File: src/rtl/ex_stage_md.sv
// MIPS execute stage: forwarding, ALU, branch target, EX/MEM register, iterative MUL/DIV with HI/LO (divider only with EX_DIV_EN).
// Latency: EX/MEM outputs one cycle after ID/EX; HI/LO valid WIDTH cycles after an MD op issues.
// Backpressure: stall_in freezes EX/MEM; ex_stall holds upstream while an MD op is in flight and a new md_op arrives.
module ex_stage_md #(
    parameter int WIDTH = 32,
    parameter int REGW  = 5,
    parameter int CTRW  = 5
) (
    input  logic             clk,
    input  logic             reset,
    input  logic             valid_in,
    input  logic [CTRW-1:0]  ctrl_in,
    input  logic [3:0]       alu_op,
    input  logic [2:0]       md_op,
    input  logic             alu_src,
    input  logic             reg_dst,
    input  logic [WIDTH-1:0] pc_next,
    input  logic [WIDTH-1:0] rs_val,
    input  logic [WIDTH-1:0] rt_val,
    input  logic [WIDTH-1:0] imm,
    input  logic [REGW-1:0]  rt_idx,
    input  logic [REGW-1:0]  rd_idx,
    input  logic [1:0]       fwd_a,
    input  logic [1:0]       fwd_b,
    input  logic [WIDTH-1:0] mem_result,
    input  logic [WIDTH-1:0] wb_result,
    input  logic             stall_in,
    input  logic             flush,
    output logic             ex_stall,
    output logic             valid_out,
    output logic [CTRW-1:0]  ctrl_out,
    output logic [WIDTH-1:0] branch_target,
    output logic             zero,
    output logic [WIDTH-1:0] alu_result,
    output logic [WIDTH-1:0] store_data,
    output logic [REGW-1:0]  dest_reg
);

    localparam logic [2:0] MD_MULT  = 3'd1;
    localparam logic [2:0] MD_MULTU = 3'd2;
    localparam logic [2:0] MD_MFHI  = 3'd5;
    localparam logic [2:0] MD_MFLO  = 3'd6;
`ifdef EX_DIV_EN
    localparam logic [2:0] MD_DIV   = 3'd3;
    localparam logic [2:0] MD_DIVU  = 3'd4;
`endif
    localparam int CNTW = $clog2(WIDTH);

    typedef enum logic [1:0] {S_IDLE, S_BUSY, S_DONE} md_state_e;

    md_state_e          state_q;
    logic [CNTW-1:0]    cnt_q;
    logic [WIDTH-1:0]   acc_q, sh_q, dvs_q, hi_q, lo_q;
    logic               neg_lo_q;
`ifdef EX_DIV_EN
    logic               is_div_q, neg_hi_q;
`endif

    logic [WIDTH-1:0]   op_a, fwd_b_val, op_b, alu_res, ex_res;
    logic [WIDTH-1:0]   mag_a, mag_b, step_acc, step_sh, hi_d, lo_d;
    logic [WIDTH:0]     mul_sum;
    logic [2*WIDTH-1:0] prod_mag, prod_fix;
    logic               md_mul, md_div, md_signed, md_start, sign_a, sign_b, md_neg_lo;

    always_comb begin
        op_a = rs_val;
        case (fwd_a)
            2'b01:   op_a = wb_result;
            2'b10:   op_a = mem_result;
            default: op_a = rs_val;
        endcase
        fwd_b_val = rt_val;
        case (fwd_b)
            2'b01:   fwd_b_val = wb_result;
            2'b10:   fwd_b_val = mem_result;
            default: fwd_b_val = rt_val;
        endcase
    end

    assign op_b = alu_src ? imm : fwd_b_val;

    always_comb begin
        alu_res = '0;
        case (alu_op)
            4'd0:    alu_res = op_a & op_b;
            4'd1:    alu_res = op_a | op_b;
            4'd2:    alu_res = op_a + op_b;
            4'd6:    alu_res = op_a - op_b;
            4'd7:    alu_res = {{(WIDTH-1){1'b0}}, ($signed(op_a) < $signed(op_b))};
            4'd12:   alu_res = ~(op_a | op_b);
            default: alu_res = '0;
        endcase
    end

    always_comb begin
        ex_res = alu_res;
        if (md_op == MD_MFHI)      ex_res = hi_q;
        else if (md_op == MD_MFLO) ex_res = lo_q;
    end

    assign md_mul = (md_op == MD_MULT) || (md_op == MD_MULTU);
`ifdef EX_DIV_EN
    assign md_div    = (md_op == MD_DIV) || (md_op == MD_DIVU);
    assign md_signed = (md_op == MD_MULT) || (md_op == MD_DIV);
`else
    assign md_div    = 1'b0;
    assign md_signed = (md_op == MD_MULT);
`endif

    // md_op 7 is decoded as "no MD op" and never stalls.
    assign ex_stall = valid_in && (md_op != 3'd0) && (md_op != 3'd7) && (state_q != S_IDLE);
    assign md_start = valid_in && (md_mul || md_div) && !ex_stall && !stall_in;

    assign sign_a = md_signed & op_a[WIDTH-1];
    assign sign_b = md_signed & fwd_b_val[WIDTH-1];
    assign mag_a  = sign_a ? -op_a : op_a;
    assign mag_b  = sign_b ? -fwd_b_val : fwd_b_val;
`ifdef EX_DIV_EN
    // A zero divisor yields an all-ones quotient regardless of operand signs.
    assign md_neg_lo = (sign_a ^ sign_b) && !(md_div && (mag_b == '0));
`else
    assign md_neg_lo = sign_a ^ sign_b;
`endif

    assign mul_sum = {1'b0, acc_q} + (sh_q[0] ? {1'b0, dvs_q} : {(WIDTH+1){1'b0}});

`ifdef EX_DIV_EN
    logic [WIDTH:0] div_shift, div_diff;
    logic           div_ge;

    assign div_shift = {acc_q, sh_q[WIDTH-1]};
    assign div_diff  = div_shift - {1'b0, dvs_q};
    assign div_ge    = !div_diff[WIDTH];

    always_comb begin
        step_acc = mul_sum[WIDTH:1];
        step_sh  = {mul_sum[0], sh_q[WIDTH-1:1]};
        if (is_div_q) begin
            step_acc = div_ge ? div_diff[WIDTH-1:0] : div_shift[WIDTH-1:0];
            step_sh  = {sh_q[WIDTH-2:0], div_ge};
        end
    end
`else
    assign step_acc = mul_sum[WIDTH:1];
    assign step_sh  = {mul_sum[0], sh_q[WIDTH-1:1]};
`endif

    assign prod_mag = {step_acc, step_sh};
    assign prod_fix = neg_lo_q ? -prod_mag : prod_mag;

    always_comb begin
        hi_d = prod_fix[2*WIDTH-1:WIDTH];
        lo_d = prod_fix[WIDTH-1:0];
`ifdef EX_DIV_EN
        if (is_div_q) begin
            lo_d = neg_lo_q ? -step_sh : step_sh;
            hi_d = neg_hi_q ? -step_acc : step_acc;
        end
`endif
    end

    // WIDTH iterations total: WIDTH-1 in BUSY, the last one folded into DONE with the HI/LO write.
    always_ff @(posedge clk or negedge reset) begin
        if (!reset) begin
            state_q  <= S_IDLE;
            cnt_q    <= '0;
            acc_q    <= '0;
            sh_q     <= '0;
            dvs_q    <= '0;
            neg_lo_q <= 1'b0;
            hi_q     <= '0;
            lo_q     <= '0;
`ifdef EX_DIV_EN
            is_div_q <= 1'b0;
            neg_hi_q <= 1'b0;
`endif
        end else begin
            case (state_q)
                S_IDLE: begin
                    if (md_start) begin
                        state_q  <= S_BUSY;
                        cnt_q    <= CNTW'(WIDTH-1);
                        acc_q    <= '0;
                        sh_q     <= mag_a;
                        dvs_q    <= mag_b;
                        neg_lo_q <= md_neg_lo;
`ifdef EX_DIV_EN
                        is_div_q <= md_div;
                        neg_hi_q <= sign_a;
`endif
                    end
                end
                S_BUSY: begin
                    acc_q <= step_acc;
                    sh_q  <= step_sh;
                    cnt_q <= cnt_q - CNTW'(1);
                    if (cnt_q == CNTW'(1)) state_q <= S_DONE;
                end
                S_DONE: begin
                    hi_q    <= hi_d;
                    lo_q    <= lo_d;
                    state_q <= S_IDLE;
                end
                default: state_q <= S_IDLE;
            endcase
        end
    end

    always_ff @(posedge clk or negedge reset) begin
        if (!reset) begin
            valid_out     <= 1'b0;
            ctrl_out      <= '0;
            branch_target <= '0;
            zero          <= 1'b0;
            alu_result    <= '0;
            store_data    <= '0;
            dest_reg      <= '0;
        end else if (!stall_in) begin
            valid_out     <= valid_in && !ex_stall && !flush;
            ctrl_out      <= ctrl_in;
            branch_target <= pc_next + (imm << 2);
            zero          <= (alu_res == '0);
            alu_result    <= ex_res;
            store_data    <= fwd_b_val;
            dest_reg      <= reg_dst ? rd_idx : rt_idx;
        end
    end

endmodule

File: config.mk
export PLATFORM = sky130hd
export DESIGN_NAME = ex_stage_md
export DESIGN_NICKNAME = d
export VERILOG_FILES = /design/src/rtl/ex_stage_md.sv
export SDC_FILE = /design/constraint.sdc
export NUM_CORES = 1
export LEC_CHECK = 0
export CAP_MARGIN = 15
export CORE_MARGIN = 4
export CORE_UTILIZATION = 58
export CTS_BUF_LIST = sky130_fd_sc_hd__clkbuf_2
export CTS_CLUSTER_DIAMETER = 60
export CTS_CLUSTER_SIZE = 10
export DETAILED_ROUTE_END_ITERATION = 10
export HOLD_SLACK_MARGIN = 0.12
export PLACE_DENSITY = 0.84
export SYNTH_ARGS = -nofsm -noshare
export SYNTH_HDL_FRONTEND = slang
export SYNTH_SLANG_ARGS = --single-unit
File: constraint.sdc
create_clock -name clk -period 4.9 [get_ports clk]
set_clock_uncertainty 0.2 [all_clocks]
set_input_delay 0.735 -clock clk [delete_from_list [all_inputs] [get_ports clk]]
set_output_delay 0.735 -clock clk [all_outputs]
set_load 0.05 [all_outputs]
### After elaboration in Yosys (flattened, before gate mapping)

Cells that the tools add are included.

| storage, ports and cells | value |
|---|---|
| flip-flop bits (word level) | 276 |
| output and inout bits | 109 |
| word-level logic and storage cells | 90 |
| input port bits | 225 |

| cells by class | value |
|---|---|
| equal/unequal tests | 19 |
| multiplexer cells | 20 |
| $add $sub $neg | 8 |
| magnitude comparators | 1 |
| bitwise gates (word level) | 6 |
| reductions and logical operators | 21 |

Operators with widths:

| kind | count |
|---|---|
| $mux 32 | 8 |
| $pmux 32 s2 | 4 |
| $pmux 32 s6 | 1 |
| $add 32x32->32 | 2 |
| $mux 64 | 1 |
| $neg 32->32 | 2 |
| $neg 64->64 | 1 |
| $add 32x32->33 | 1 |
| $and 32x32->32 | 1 |
| $logic_not 32->1 | 1 |
| $lt 32x32->1 | 1 |
| $not 32->32 | 1 |
| $or 32x32->32 | 1 |
| $sub 32x32->32 | 1 |
| $mux 5 | 2 |
| $pmux 5 s2 | 1 |
| $eq 4x3->1 const B | 2 |
| $logic_and 1x1->1 | 8 |
| $eq 2x1->1 const B | 3 |
| $eq 2x2->1 const B | 3 |
| $eq 3x3->1 const B | 2 |
| $reduce_and 2->1 | 3 |
| $eq 5x1->1 const B | 1 |
| $sub 5x1->5 const B | 1 |
| 17 further kinds | 23 |

### Depth between registers and ports, before layout

| logic depth | value |
|---|---|
| word-level depth | 9 |
| gate-level depth with buffers | 22 |

### Worst setup path before layout

OpenSTA, ideal clock, no wires.

| timing | value |
|---|---|
| kind | input to register |
| start | input port fwd_b[0] |
| end | register zero |
| setup slack | -1.180 ns |
| data arrival time | 5.769 ns |
| path buffers | 2 |
| stages | 20 |
| setup time | 0.110 ns |
| cells stage by stage | inv_1 ha_1 clkbuf_1 buf_1 a221o_1 o21ai_0 o21ai_0 inv_1 ha_1 or2_2 a221o_1 a31o_2 or4b_2 a31oi_1 o211ai_1 nor3b_1 o22a_1 nor4_1 nand4_1 o41ai_1 |

| between the ends | value |
|---|---|
| cells in the longest elaborated chain, start to end | 7 |
| elaborated cells between the ends (all ways) | 12 |
| those cells by class | 2 x add/sub; 1 x order compare; 2 x eq/ne; 3 x mux; 3 x bitwise; 1 x reduce/logical |

RTL lines:

| what | RTL line | source |
|---|---|---|
| start: declaration | 24 | `input logic [1:0] fwd_b,` |
| $eq 2x2->1 / $eq 2x1->1 (equally long branches) | 73 | `case (fwd_b)` |
| $pmux 32 s2 (*) | 73 |  |
| $mux 32 (*) | 80 | `assign op_b = alu_src ? imm : fwd_b_val;` |
| parallel branches: the longest is 2 deep, another holds $sub 32x32->32 | -- |  |
| $pmux 32 s6 (*) | 84 | `case (alu_op)` |
| $logic_not 32->1 (*) | 222 | `zero <= (alu_res == '0);` |
| end signal: assignment | 222 |  |
| end: declaration | 33 | `output logic zero,` |

Mark *: on every way between the ends.
A chain may end at the register's enable or synchronous reset.

### Final worst setup path

| timing | value |
|---|---|
| start | input port fwd_a[0] |
| end | register alu_result[24] |

| between the ends | value |
|---|---|
| cells in the longest elaborated chain, start to end | 7 |
| elaborated cells between the ends (all ways) | 11 |
| those cells by class | 2 x add/sub; 2 x eq/ne; 4 x mux; 3 x bitwise |

RTL lines:

| what | RTL line | source |
|---|---|---|
| start: declaration | 23 | `input logic [1:0] fwd_a,` |
| $eq 2x2->1 / $eq 2x1->1 (equally long branches) | 67 | `case (fwd_a)` |
| $pmux 32 s2 (*) | 67 |  |
| parallel branches: the longest is 2 deep, another holds $sub 32x32->32 | -- |  |
| $pmux 32 s6 (*) | 84 |  |
| $mux 32 (*) | 98 | `else if (md_op == MD_MFLO) ex_res = lo_q;` |
| $mux 32 (*) | 97 | `if (md_op == MD_MFHI) ex_res = hi_q;` |
| end signal: assignment | 223 | `alu_result <= ex_res;` |
| end: declaration | 34 | `output logic [WIDTH-1:0] alu_result,` |

Marks and branches as above.

==> metrics.md <==
| Metric | Value |
|---|---|
| Outcome | `complete, no violations` |
| Worst path cell trace | `clkdlybuf4s50_1, inv_1, ha_2, buf_4, a221o_1, o21ai_0, buf_4, inv_1, buf_4, ha_1, inv_1, a221o_1, a311oi_2, o211a_1, o21ai_2, buf_4, o41a_1, nand2b_1, a22oi_2, buf_4, nand2_1, a31oi_2, a21o_1` |
| Asr flop ratio synth | `1.00` |
| Hpwl dp | `around 90000 microns` |
| Dominant cells by area after synthesis | `dfrtp_1, ha_1, o21ai_0` |
| Synth top area share | `0.288` |
| Die Height | `~210 microns` |
| CP Launch Type | `input port` |
| First-pass GRT wire length | `167000 microns` |
| I/O pin count | `~330` |
| Mapped Avg Cell Area | `7.89 sq um` |
| Synth Instances | `3045` |
| Register area share after synthesis | `0.288` |
| Seq cells post-synth | `roughly 280` |
| Crit path required time | `5.66 ns` |
| Setup violators final | `0` |
| Reg2Reg Setup Slack | `around 0.18 ns` |
| Clk root buf | `clkbuf_2` |
| Final wirelength | `between 100000 and 150000 microns` |
| Syn nets | `between 3000 and 4000` |
| CTS H-Tree Depth | `2` |
| GRT Util Overall | `0.484` |
| Initial antenna violation count | `18` |
| Worst path top cell family by delay | `compound AO/OA/AOI/OAI gates` |
| Arr. time, crit path | `between 5 and 6 ns` |
| Port bufs | `333` |
| Synth cell types | `81` |
| Synth-to-layout area growth | `36.7%` |
| Maxcap violations | `0` |
| Crit-path slowest cell | `clkdlybuf4s50_1` |
| Slew Limit Fails | `0` |
| Final worst path period need | `4.75 ns` |
| Total number of vias | `29100` |
| WL per Instance | `25.6 microns` |
| Congestion Overflow GR | `0` |
| Met3 usage | `0.155` |
| Clock sink count | `276` |
| Routability Congestion | `1.16` |
| Hold Vio Cnt, Final | `0` |
| Power density over cell area | `around 370 nW/um^2` |
| Clk_lat worst skew | `around 1.1 ns` |
| Busiest grt layer | `met2` |
| CTS Buf Count | `37` |
| TritonRoute pass-1 iters | `7` |
| DRT antenna net count | `0` |
| Die Wd | `roughly 210 microns` |
| Starting Density | `0.587` |
| Clock transition at the registers of the reported paths | `about 0.18 ns` |
| Total core area | `roughly 41000 sq um` |
| Hold crit path type | `in -> reg` |
| Share of cells above drive strength 1 | `0.203` |
| Die area | `44700 sq um` |
| Setup TNS Final | `0 ns` |
| Slew @ Worst Pin | `1.16 ns` |
| CP Buf/Inv Count | `9` |
| Post-synth EDFFs | `0` |
| Maximum VDD drop | `~300 uV` |
| Num rows | `74` |
| Post-route DRC | `0` |
| Hold Slack | `just over 0.1 ns` |
| Layout Cells excl Fill | `4391` |
| CTS tree | `yes` |
| Drt first-iter violations | `approximately 3800` |
| Number of global-route vias before repair | `between 20000 and 30000` |
| Met2 Usage GRT | `0.729` |
| Yosys warnings | `0` |
| RSZ-0062 raised after global routing | `true` |
| Leading area contributor after synthesis | `dfrtp_1` |
| Register area | `6910 sq um` |
| Clock buffer depth | `3` |
| Placed insts | `approximately 4300` |
| Worst Path Class, Setup | `in -> reg` |
| Post-synth top flop | `dfrtp_1` |
| Crit Path Max Fanout | `9` |
| Setup crit end kind | `register` |
| Max transition margin | `0.225` |
| Period utilization | `0.969` |
| Final nets | `between 4000 and 5000` |
| Vias per cell | `6.63` |
| GRT met1 Usage | `0.568` |
| Most Frequent Cell on Critical Path | `buf_4` |
| FILL cells | `between 2000 and 3000` |
| Area of the multi-input gates | `between 15000 and 20000 sq um` |
| Post-Syn Area | `about 24000 sq um` |
| Largest net degree at the start of global routing | `130` |
| Core Util, Final | `0.802` |
| Largest stage delay on the critical path | `between 0.4 and 0.5 ns` |
| P_leak | `between 15 and 20 nW` |
| Fmax | `about 210 MHz` |
[layer usage]
| layer | vias up | part of all wire |
|---|---|---|
| met5 | - | 0.00051 |
| li1 | 12700 | - |
| met2 | 2157 | 0.42 |
| met1 | 13600 | 0.35 |
| met4 | 10 | 0.11 |
| met3 | 608 | 0.13 |
[path summary, 6_finish.rpt]
| check | startpoint | end | depth (start not counted) |
|---|---|---|---|
| worst max-delay path | fwd_a[0] | alu_result[24] | 23 |
| worst min-delay path | flush | valid_out | 2 |
| worst max register to register | sh_q[0] | hi_q[30] | 15 |
| worst min register to register | alu_result[24] | alu_result[24] | 1 |
| max in group asynchronous | reset | branch_target[4] | 4 |
| min in group asynchronous | reset | acc_q[13] | 3 |
[cells in the final DEF, fill, tap and decap left out, types with 38 or more instances in the layout]
cell             Yosys  routed
a221o_1             61      61
clkdlybuf4s50_1      0     328
and2_1              50      50
xnor2_1             89      89
xor2_1              79      79
ha_1               177     168
o211ai_1            40      40
nand3_1             74      72
a21o_1              44      44
clkbuf_2             0      38
o21ai_0            420     385
nor2_1             181     179
inv_1              144     139
dfrtp_1            276     276
nor3_1              50      49
buf_4                0     576
a211oi_1            44      40
nand2_1            380     380
a21oi_1            140     138
a22oi_1             65      63
[where the power goes]
group / switching, W / total (W) / leakage [nW] / internal [W]
Clock: 0.000919 / 0.00120 / 0.207 / 0.000283
Sequential: 0.000588 / 0.00350 / 3.57 / 0.00292
Combinational: 0.00442 / 0.00743 / 11.3 / 0.00301
Total: 0.00593 / 0.0121 / 15.1 / 0.00621
[Yosys cell counts (61+ instances only)]
cell,number
a21oi_1,140
nor2_1,181
a22oi_1,65
xor2_1,79
clkbuf_1,172
a221o_1,61
o21ai_0,420
xnor2_1,89
nand2_1,380
ha_1,177
dfrtp_1,276
nand3_1,74
inv_1,144
[final cells by class]
cell class	instances	share of cell area
flip-flops and latches	276	0.210
well taps	532	0.0203
diodes	14	0.00107
clock buffers	38	0.00579
inverters	144	0.0165
repair buffers	938	0.244
multi-input cells	2437	0.499
clock inverters	12	0.00309
[cells by family after synthesis]
logic type	count (synthesis)	synth area share
buf+inv	332	0.0520
mux	33	0.0146
simple gates	949	0.188
fa+ha+maj	181	0.0956
xor+xnor	168	0.0613
flops	276	0.288
compound gates	1106	0.301
[worst register-to-register path, cell delays in order, from the launching register on]
cell,delay (ns)
dfrtp_1,0.49
buf_4,0.23
and2_1,0.17
ha_1,0.39
a2111oi_1,0.49
o21ai_1,0.17
buf_4,0.18
a41oi_1,0.23
xor2_1,0.28
nand4_1,0.27
or4_4,0.50
nand2b_4,0.18
o31a_1,0.34
o41ai_2,0.25
xnor2_1,0.18
o21ai_1,0.08
[per-stage QoR]
step / power, W / instance area [sq um] / worst slack [ns]
5_1_grt: 0.0127 / 32800 / 0.0136
2_1_floorplan: 0.00739 / 24200 / 0.00610
6_report: 0.0121 / 32800 / 0.150
3_3_place_gp: 0.0102 / 31800 / -1.18
4_1_cts: 0.0117 / 32400 / 0.00151
3_5_place_dp: 0.0105 / 31800 / -1.36
[what timing repair did]
action,4_1_cts,5_1_grt
buffers inserted,4,4
gates resized for setup,24,82
setup endpoints to repair,6,27
endpoints found under the hold margin,132,0
hold buffers,18,0
pin swaps,10,20
cloned,0,0
No activity file was read; power rests on OpenSTA's default activity.
